`src/rtl/fp32_add_reg.sv`:
```
//------------------------------------------------------------------------------
// Module   : fp32_add_reg
// Purpose  : binary32 adder (round-to-nearest-even) with one output register.
// Revision : 1.0
//------------------------------------------------------------------------------
`default_nettype none

module fp32_add_reg (
    input  logic        clk,
    input  logic        rst_n,
    input  logic        in_valid,
    input  logic [31:0] number_A,
    input  logic [31:0] number_B,
    output logic        out_valid,
    output logic        sign,
    output logic [7:0]  exp,
    output logic [22:0] mantis
);

    localparam logic [31:0] QNAN = 32'h7FC0_0000;

    logic        a_nan, b_nan, a_inf, b_inf, swap, ovf, rnd_inc;
    logic [31:0] big, sml, res;
    logic [7:0]  big_e, sml_e, diff_e, lim, norm_sh;
    logic [4:0]  align_sh, lzc;
    logic [23:0] big_m, sml_m;
    logic [49:0] sml_ext;
    logic [26:0] big_27, sml_27, norm;
    logic [27:0] raw;
    logic [9:0]  norm_e, exp_pre;
    logic [31:0] packed_r;

    logic        sign_d, sign_q, out_valid_d, out_valid_q;
    logic [7:0]  exp_d, exp_q;
    logic [22:0] mantis_d, mantis_q;

    always_comb begin
        a_nan = (number_A[30:23] == 8'hFF) && (number_A[22:0] != 23'd0);
        b_nan = (number_B[30:23] == 8'hFF) && (number_B[22:0] != 23'd0);
        a_inf = (number_A[30:23] == 8'hFF) && (number_A[22:0] == 23'd0);
        b_inf = (number_B[30:23] == 8'hFF) && (number_B[22:0] == 23'd0);

        // Larger magnitude first; equal magnitudes keep A so results stay symmetric.
        swap  = number_B[30:0] > number_A[30:0];
        big   = swap ? number_B : number_A;
        sml   = swap ? number_A : number_B;
        big_e = (big[30:23] == 8'd0) ? 8'd1 : big[30:23];
        sml_e = (sml[30:23] == 8'd0) ? 8'd1 : sml[30:23];
        big_m = {(big[30:23] != 8'd0), big[22:0]};
        sml_m = {(sml[30:23] != 8'd0), sml[22:0]};

        diff_e   = big_e - sml_e;
        align_sh = (diff_e > 8'd26) ? 5'd26 : diff_e[4:0];
        sml_ext  = {sml_m, 26'd0} >> align_sh;
        // Layout: [26:3] significand, [2] guard, [1] round, [0] sticky.
        sml_27   = {sml_ext[49:24], |sml_ext[23:0]};
        big_27   = {big_m, 3'b000};

        if (big[31] == sml[31])
            raw = {1'b0, big_27} + {1'b0, sml_27};
        else
            raw = {1'b0, big_27} - {1'b0, sml_27};

        lzc = 5'd27;
        for (int i = 0; i < 27; i++) begin
            if (raw[i])
                lzc = 5'(26 - i);
        end

        lim     = big_e - 8'd1;
        norm_sh = 8'd0;
        if (raw[27]) begin
            norm   = {raw[27:2], raw[1] | raw[0]};
            norm_e = {2'd0, big_e} + 10'd1;
        end else begin
            // Stop the left shift at exponent 1; anything smaller stays subnormal.
            norm_sh = ({3'd0, lzc} < lim) ? {3'd0, lzc} : lim;
            norm    = raw[26:0] << norm_sh;
            norm_e  = {2'd0, big_e} - {2'd0, norm_sh};
        end

        exp_pre  = norm[26] ? norm_e : 10'd0;
        rnd_inc  = norm[2] & (norm[1] | norm[0] | norm[3]);
        // Mantissa carry ripples into the exponent field, covering renormalize and subnormal->normal.
        packed_r = {exp_pre[8:0], norm[25:3]} + {31'd0, rnd_inc};
        ovf      = (exp_pre >= 10'd255) || (packed_r[31:23] >= 9'd255);

        if (raw == 28'd0)
            res = {number_A[31] & number_B[31], 31'd0};
        else if (ovf)
            res = {big[31], 8'hFF, 23'd0};
        else
            res = {big[31], packed_r[30:0]};

        if (a_nan || b_nan || (a_inf && b_inf && (number_A[31] != number_B[31])))
            res = QNAN;
        else if (a_inf)
            res = {number_A[31], 8'hFF, 23'd0};
        else if (b_inf)
            res = {number_B[31], 8'hFF, 23'd0};

        sign_d      = res[31];
        exp_d       = res[30:23];
        mantis_d    = res[22:0];
        out_valid_d = in_valid;
    end

    always_ff @(posedge clk or negedge rst_n) begin
        if (!rst_n) begin
            sign_q      <= 1'b0;
            exp_q       <= 8'd0;
            mantis_q    <= 23'd0;
            out_valid_q <= 1'b0;
        end else begin
            sign_q      <= sign_d;
            exp_q       <= exp_d;
            mantis_q    <= mantis_d;
            out_valid_q <= out_valid_d;
        end
    end

    assign sign      = sign_q;
    assign exp       = exp_q;
    assign mantis    = mantis_q;
    assign out_valid = out_valid_q;

endmodule

`default_nettype wire

```
`config.mk`:
```
export PLATFORM = sky130hd
export DESIGN_NAME = fp32_add_reg
export DESIGN_NICKNAME = d
export VERILOG_FILES = /design/src/rtl/fp32_add_reg.sv
export SDC_FILE = /design/constraint.sdc
export NUM_CORES = 1
export LEC_CHECK = 0
export BUFFER_PORTS_ARGS = -buffer_cell sky130_fd_sc_hd__clkbuf_2
export CORE_MARGIN = 5
export CORE_UTILIZATION = 55
export CTS_CLUSTER_SIZE = 40
export DETAILED_ROUTE_END_ITERATION = 10
export MAX_ROUTING_LAYER = met4
export PLACE_DENSITY = 0.79
export SKIP_LAST_GASP = 1
export SYNTH_ARGS = -nofsm -noshare
export SYNTH_HDL_FRONTEND = slang
export SYNTH_SLANG_ARGS = --single-unit
```
`constraint.sdc`:
```
create_clock -name clk -period 1.16 [get_ports clk]
set_input_delay 0.232 -clock clk [delete_from_list [all_inputs] [get_ports clk]]
set_output_delay 0.232 -clock clk [all_outputs]
set_load 0.01 [all_outputs]
```
==> results.yml, run 1 <==
run_status:
  outcome: "aborted with a tool error"
  haltStage: "global routing (5_1_grt)"
  error: "[ERROR GRT-0116] Global routing finished with congestion. Check the congestion regions in the DRC Viewer."
clocking:
  clock_path_buffers: 2
  cts.sinks: 33
  cts_buffers: 5
  cts-root-buf: "clkbuf_16"
  h-tree-depth: 2
synthesis:
  ys_types: 114
  netlist.area_leader.share_pct: 9.18
  async_flop_share_pct: 100
  synth_edf_count: 0
  yosysWarnings: 0
  synthCells: 2060
  syn_area_mm2: 0.0136
  synth_top_area_cell: "ha_1"
  syn_area_per_cell_um2: 6.62
  ys_top_cells_by_area: "ha_1, nand2_1, nor2_1"
  synthFlopType: "dfrtp_1"
  synth_seq_area_share_pct: 6.06
  ys_seq_elements: 33
die:
  num_rows: 57
  dieWidth_um: 167
  num_io_pins: 100
  start_util_pct: 55.9
  die_h_um: 167
grt:
  grt_start_max_net_pins: 52
  grt-ovfl-total: 6153
  gr-usage-all-layers_pct: 121
  grt_pass1_vias: 32600
  grt_pass1_wl_um: 249000
placed_design:
  io_buffers: 99
  dp.final_hpwl_um: 62700
  gp_congestion: 1.28
per-layer routing:
metal / track usage (%) / overflow
met3: 120 / 1181
met4: 88.5 / 458
met2: 128 / 2074
met1: 129 / 2440
met5: - / -
stage by stage:
step,area [um^2],hold slack (ns),std cells,worst slack (ns),util (%)
after detailed placement,20600,0.287,3184,-13.86,84.6
after floorplan,14200,-0.0636,2062,-13.00,-
after global placement,20600,0.265,3184,-12.52,84.6
after CTS,22400,0.0629,3320,-12.61,92.0
logic make-up after synthesis:
group / after synthesis / share of synthesized area [%]
other: 1 / 0.0275
buffers and inverters: 226 / 6.77
multiplexers: 76 / 6.57
flip-flops: 33 / 6.06
XOR/XNOR: 52 / 3.34
adder cells (fa/ha/maj): 104 / 9.69
AO/OA/AOI/OAI: 720 / 36.9
AND/OR/NAND/NOR: 848 / 30.6
cells in the mapped netlist, types with 10 or more instances:
cell and instances:
a211o_1 23, a211oi_1 44, a21o_1 36, a21oi_1 155, a221oi_1 11, a31oi_1 37
and2_1 20, and3_1 19, buf_2 17, clkbuf_1 75, dfrtp_1 33, ha_1 100
inv_1 109, mux2_2 15, mux2i_1 51, nand2_1 233, nand2b_1 24, nand3_1 76
nand4_1 35, nor2_1 224, nor2b_1 11, nor3_1 83, nor4_1 34, o211ai_1 30
o21a_1 20, o21ai_0 114, o21ai_1 22, o21bai_1 11, o22ai_1 19, o31a_1 10
o31ai_1 15, or2_2 12, or3_1 16, xnor2_1 41, xor2_1 11
repair_timing:
action	4_1_cts
endpoints found under the hold margin	14
hold buffers	1
gates cloned	3
setup endpoints to repair	32
pin swaps	101
resized for setup	136
buffers inserted	124
==> run 2, diff against run 1 <==
Settings changed: CORE_UTILIZATION 55 to 40, CTS_CLUSTER_SIZE 40 to not set, MAX_ROUTING_LAYER met4 to not set, PLACE_DENSITY 0.79 to not set, PLACE_DENSITY_LB_ADDON set to 0.15.
==> run 2 against run 1 <==
The flow now finishes, with violations (negative setup slack). Synthesized cell count did not move. Area after synthesis did not move.
==> results.yml, run 2 <==
clocking:
  clk_pin_slew_ns: 0.05
  cts-root-buf: "clkbuf_16"
  cts.sinks: 33
  cts_tree: "built"
  clock_path_buffers: 2
  h-tree-depth: 2
  cts_buffers: 5
timing:
  setup_viol_count_final: 32
  period_share_pct: 1210
  rsz0062_at_grt: "yes"
  timing.fmax_ghz: 0.0712
  period_minus_slack_ns: 14.05
  relSlewSlack_pct: 62.4
  hold_viol_final: 0
  setup_slack_ns: -12.89
  drv_slew: 0
  worst_pin_slew_ns: 0.557
  whs_ns: 0.0535
routing:
  wl_um: 77400
  antenna_left: 0
  vias_per_cell: 6.16
  first_iter_violations: 2303
  wl_per_cell_um: 21.8
  route.vias.total: 21800
  dr.pass1.iters: 6
  drc: 0
die:
  core-area_mm2: 0.0336
  dieArea_mm2: 0.0379
  die_h_um: 195
  start_util_pct: 40.6
  num_io_pins: 100
  num_rows: 67
  dieWidth_um: 195
synthesis:
  synth_most_common_cell: "nand2_1"
  syn_area_mm2: 0.0136
  async_flop_share_pct: 100
  synthFlopType: "dfrtp_1"
  yosys-top-cells-count: "nand2_1, nor2_1, a21oi_1"
  netlist.area_leader.share_pct: 9.18
  synth_edf_count: 0
  synthCells: 2060
  synth_seq_area_share_pct: 6.06
  yosysWarnings: 0
  ys_top_cells_by_area: "ha_1, nand2_1, nor2_1"
  synth_top_area_cell: "ha_1"
  ys_types: 114
  syn_area_per_cell_um2: 6.62
  ys_seq_elements: 33
cells_and_area:
  layout_common_cells: "buf_4, nand2_1, nor2_1, a21oi_1, o21ai_0"
  register_area_um2: 826
  final_area_mm2: 0.0242
  syn_to_final_growth_pct: 77.5
  diodes: 0
  multi_input_area_mm2: 0.0136
  fillers: 2768
  fin_cells: 3543
  nets: 3264
  drive_above_1_share_pct: 48.2
  largest_reg_flops: 23
  final_common_cell: "buf_4"
worst_setup_path:
  cp_slowest_cell: "o21ai_1"
  worst_path_most_repeated_cell: "buf_4"
  start_kind: "input pin"
  cp.arrival_ns: 14.22
  cp_data_required_time_ns: 1.33
  criticalPathCategory: "input pin to flip-flop"
  critPathMaxFanout: 8
  end_kind: "flip-flop"
  crit_path_start: "number_A[30]"
  critPathMaxStageDelay_ns: 0.45
  crit_end: "exp[1]$_DFF_PN0_"
power_and_ir_drop:
  sw_frac_of_total_pct: 50.5
  switchingPower_mw: 20.5
  vdd_ir_drop_max_uv: 1410
  leakagePower_nw: 11.4
  intPower_mw: 20.1
  p_seq_share_pct: 4.3
  power.density_mw_per_mm2: 1680
  power_frac_clock_pct: 3.2
  power_frac_comb_pct: 92.5
run_status:
  violations: "negative setup slack"
  outcome: "finished, violations left"
grt:
  gr-usage-all-layers_pct: 37.1
  antenna_found_initial: 0
  grt_start_max_net_pins: 52
  grt_pass1_wl_um: 115000
  grt_pass1_vias: 21200
  grt-ovfl-total: 0
placed_design:
  post-place-ws_ns: -13.38
  placed_cell_area_mm2: 0.0213
  dp.cells: 3373
  gp_congestion: 1.03
  io_buffers: 99
  dp.final_hpwl_um: 58600
job:
  cap_violations: 0
min_path:
  min_path_type: "input pin to flip-flop"
[run 2: cell type report]
class,instances,area share [%]
multi-input combinational,1806,56.1
timing repair buffer,1133,35.8
sequential,33,3.41
clock buffer,6,0.532
clock inverter,2,0.0414
inverter,115,1.82
tap,448,2.32
[run 2: worst min-delay path by stage]
stage | to | slack (ns) | startpoint | depth (start not counted)
after CTS | out_valid$_DFF_PN0_ | 0.05 | in_valid | 1
after detailed placement | exp[6]$_DFF_PN0_ | 0.28 | rst_n | 2
after floorplan | exp[0]$_DFF_PN0_ | -0.06 | rst_n | 0
after global routing | out_valid$_DFF_PN0_ | 0.06 | in_valid | 1
final | out_valid$_DFF_PN0_ | 0.05 | in_valid | 1
after global placement | exp[6]$_DFF_PN0_ | 0.27 | rst_n | 2
[run 2: worst max-delay path: cells and delay by family]
family | cells | cell delay [ns]
AOI/OAI and AO/OA | 12 | 2.42
xor gates and xnor gates | 2 | 0.28
adders and majority gates | 3 | 0.69
buffers and inverters | 60 | 8.03
and+or+nand+nor | 18 | 2.49
[run 2: cells by family (layout without fill, tap and decap cells)]
kind of cell / count (synthesis) / after routing / share of synthesized area, %
other: 1 / 3 / 0.0275
adders and majority gates: 104 / 104 / 9.69
and+or+nand+nor: 848 / 851 / 30.6
AOI/OAI and AO/OA: 720 / 720 / 36.9
DFF: 33 / 33 / 6.06
buffers and inverters: 226 / 1256 / 6.77
muxes: 76 / 76 / 6.57
xor gates and xnor gates: 52 / 52 / 3.34
[run 2: timing repair]
| action | 4_1_cts | 5_1_grt |
|---|---|---|
| pin swaps | 81 | 94 |
| cloned | 7 | 1 |
| gates resized for setup | 172 | 127 |
| hold buffers | 1 | 0 |
| hold endpoints to repair | 33 | 0 |
| buffers inserted | 115 | 42 |
| endpoints found under the setup margin | 32 | 32 |
[run 2: per-layer routing]
| metal | wire length [um] | track usage, % | vias to the layer above |
|---|---|---|---|
| met5 | 0 | 0 | - |
| met4 | 7000 | 26.1 | 0 |
| met3 | 5930 | 3.69 | 399 |
| met2 | 36400 | 65.1 | 1332 |
| met1 | 28100 | 42.2 | 10200 |
| li1 | - | - | 9879 |
[run 2: power by group through the flow]
| stage | registers (mW) | logic, mW | clock network [mW] |
|---|---|---|---|
| after global placement | 1.78 | 31.3 | 0 |
| final | 1.75 | 37.5 | 1.29 |
| after global routing | 1.79 | 39.5 | 1.34 |
| after detailed placement | 1.78 | 31.7 | 0 |
| after CTS | 1.76 | 34.6 | 1.29 |
| after floorplan | 2.00 | 15.7 | 0 |
[run 2: per-stage QoR]
stage                     power, mW  util [%]  TNS, ns
final                          40.6      72.0  -405.35
after global routing           42.7      72.0  -421.98
after CTS                      37.7      69.3  -379.63
after detailed placement       33.5      63.4  -421.64
after global placement         33.1      63.4  -406.55
after floorplan                17.7         -  -404.72
No activity file was read; power rests on OpenSTA's default activity.
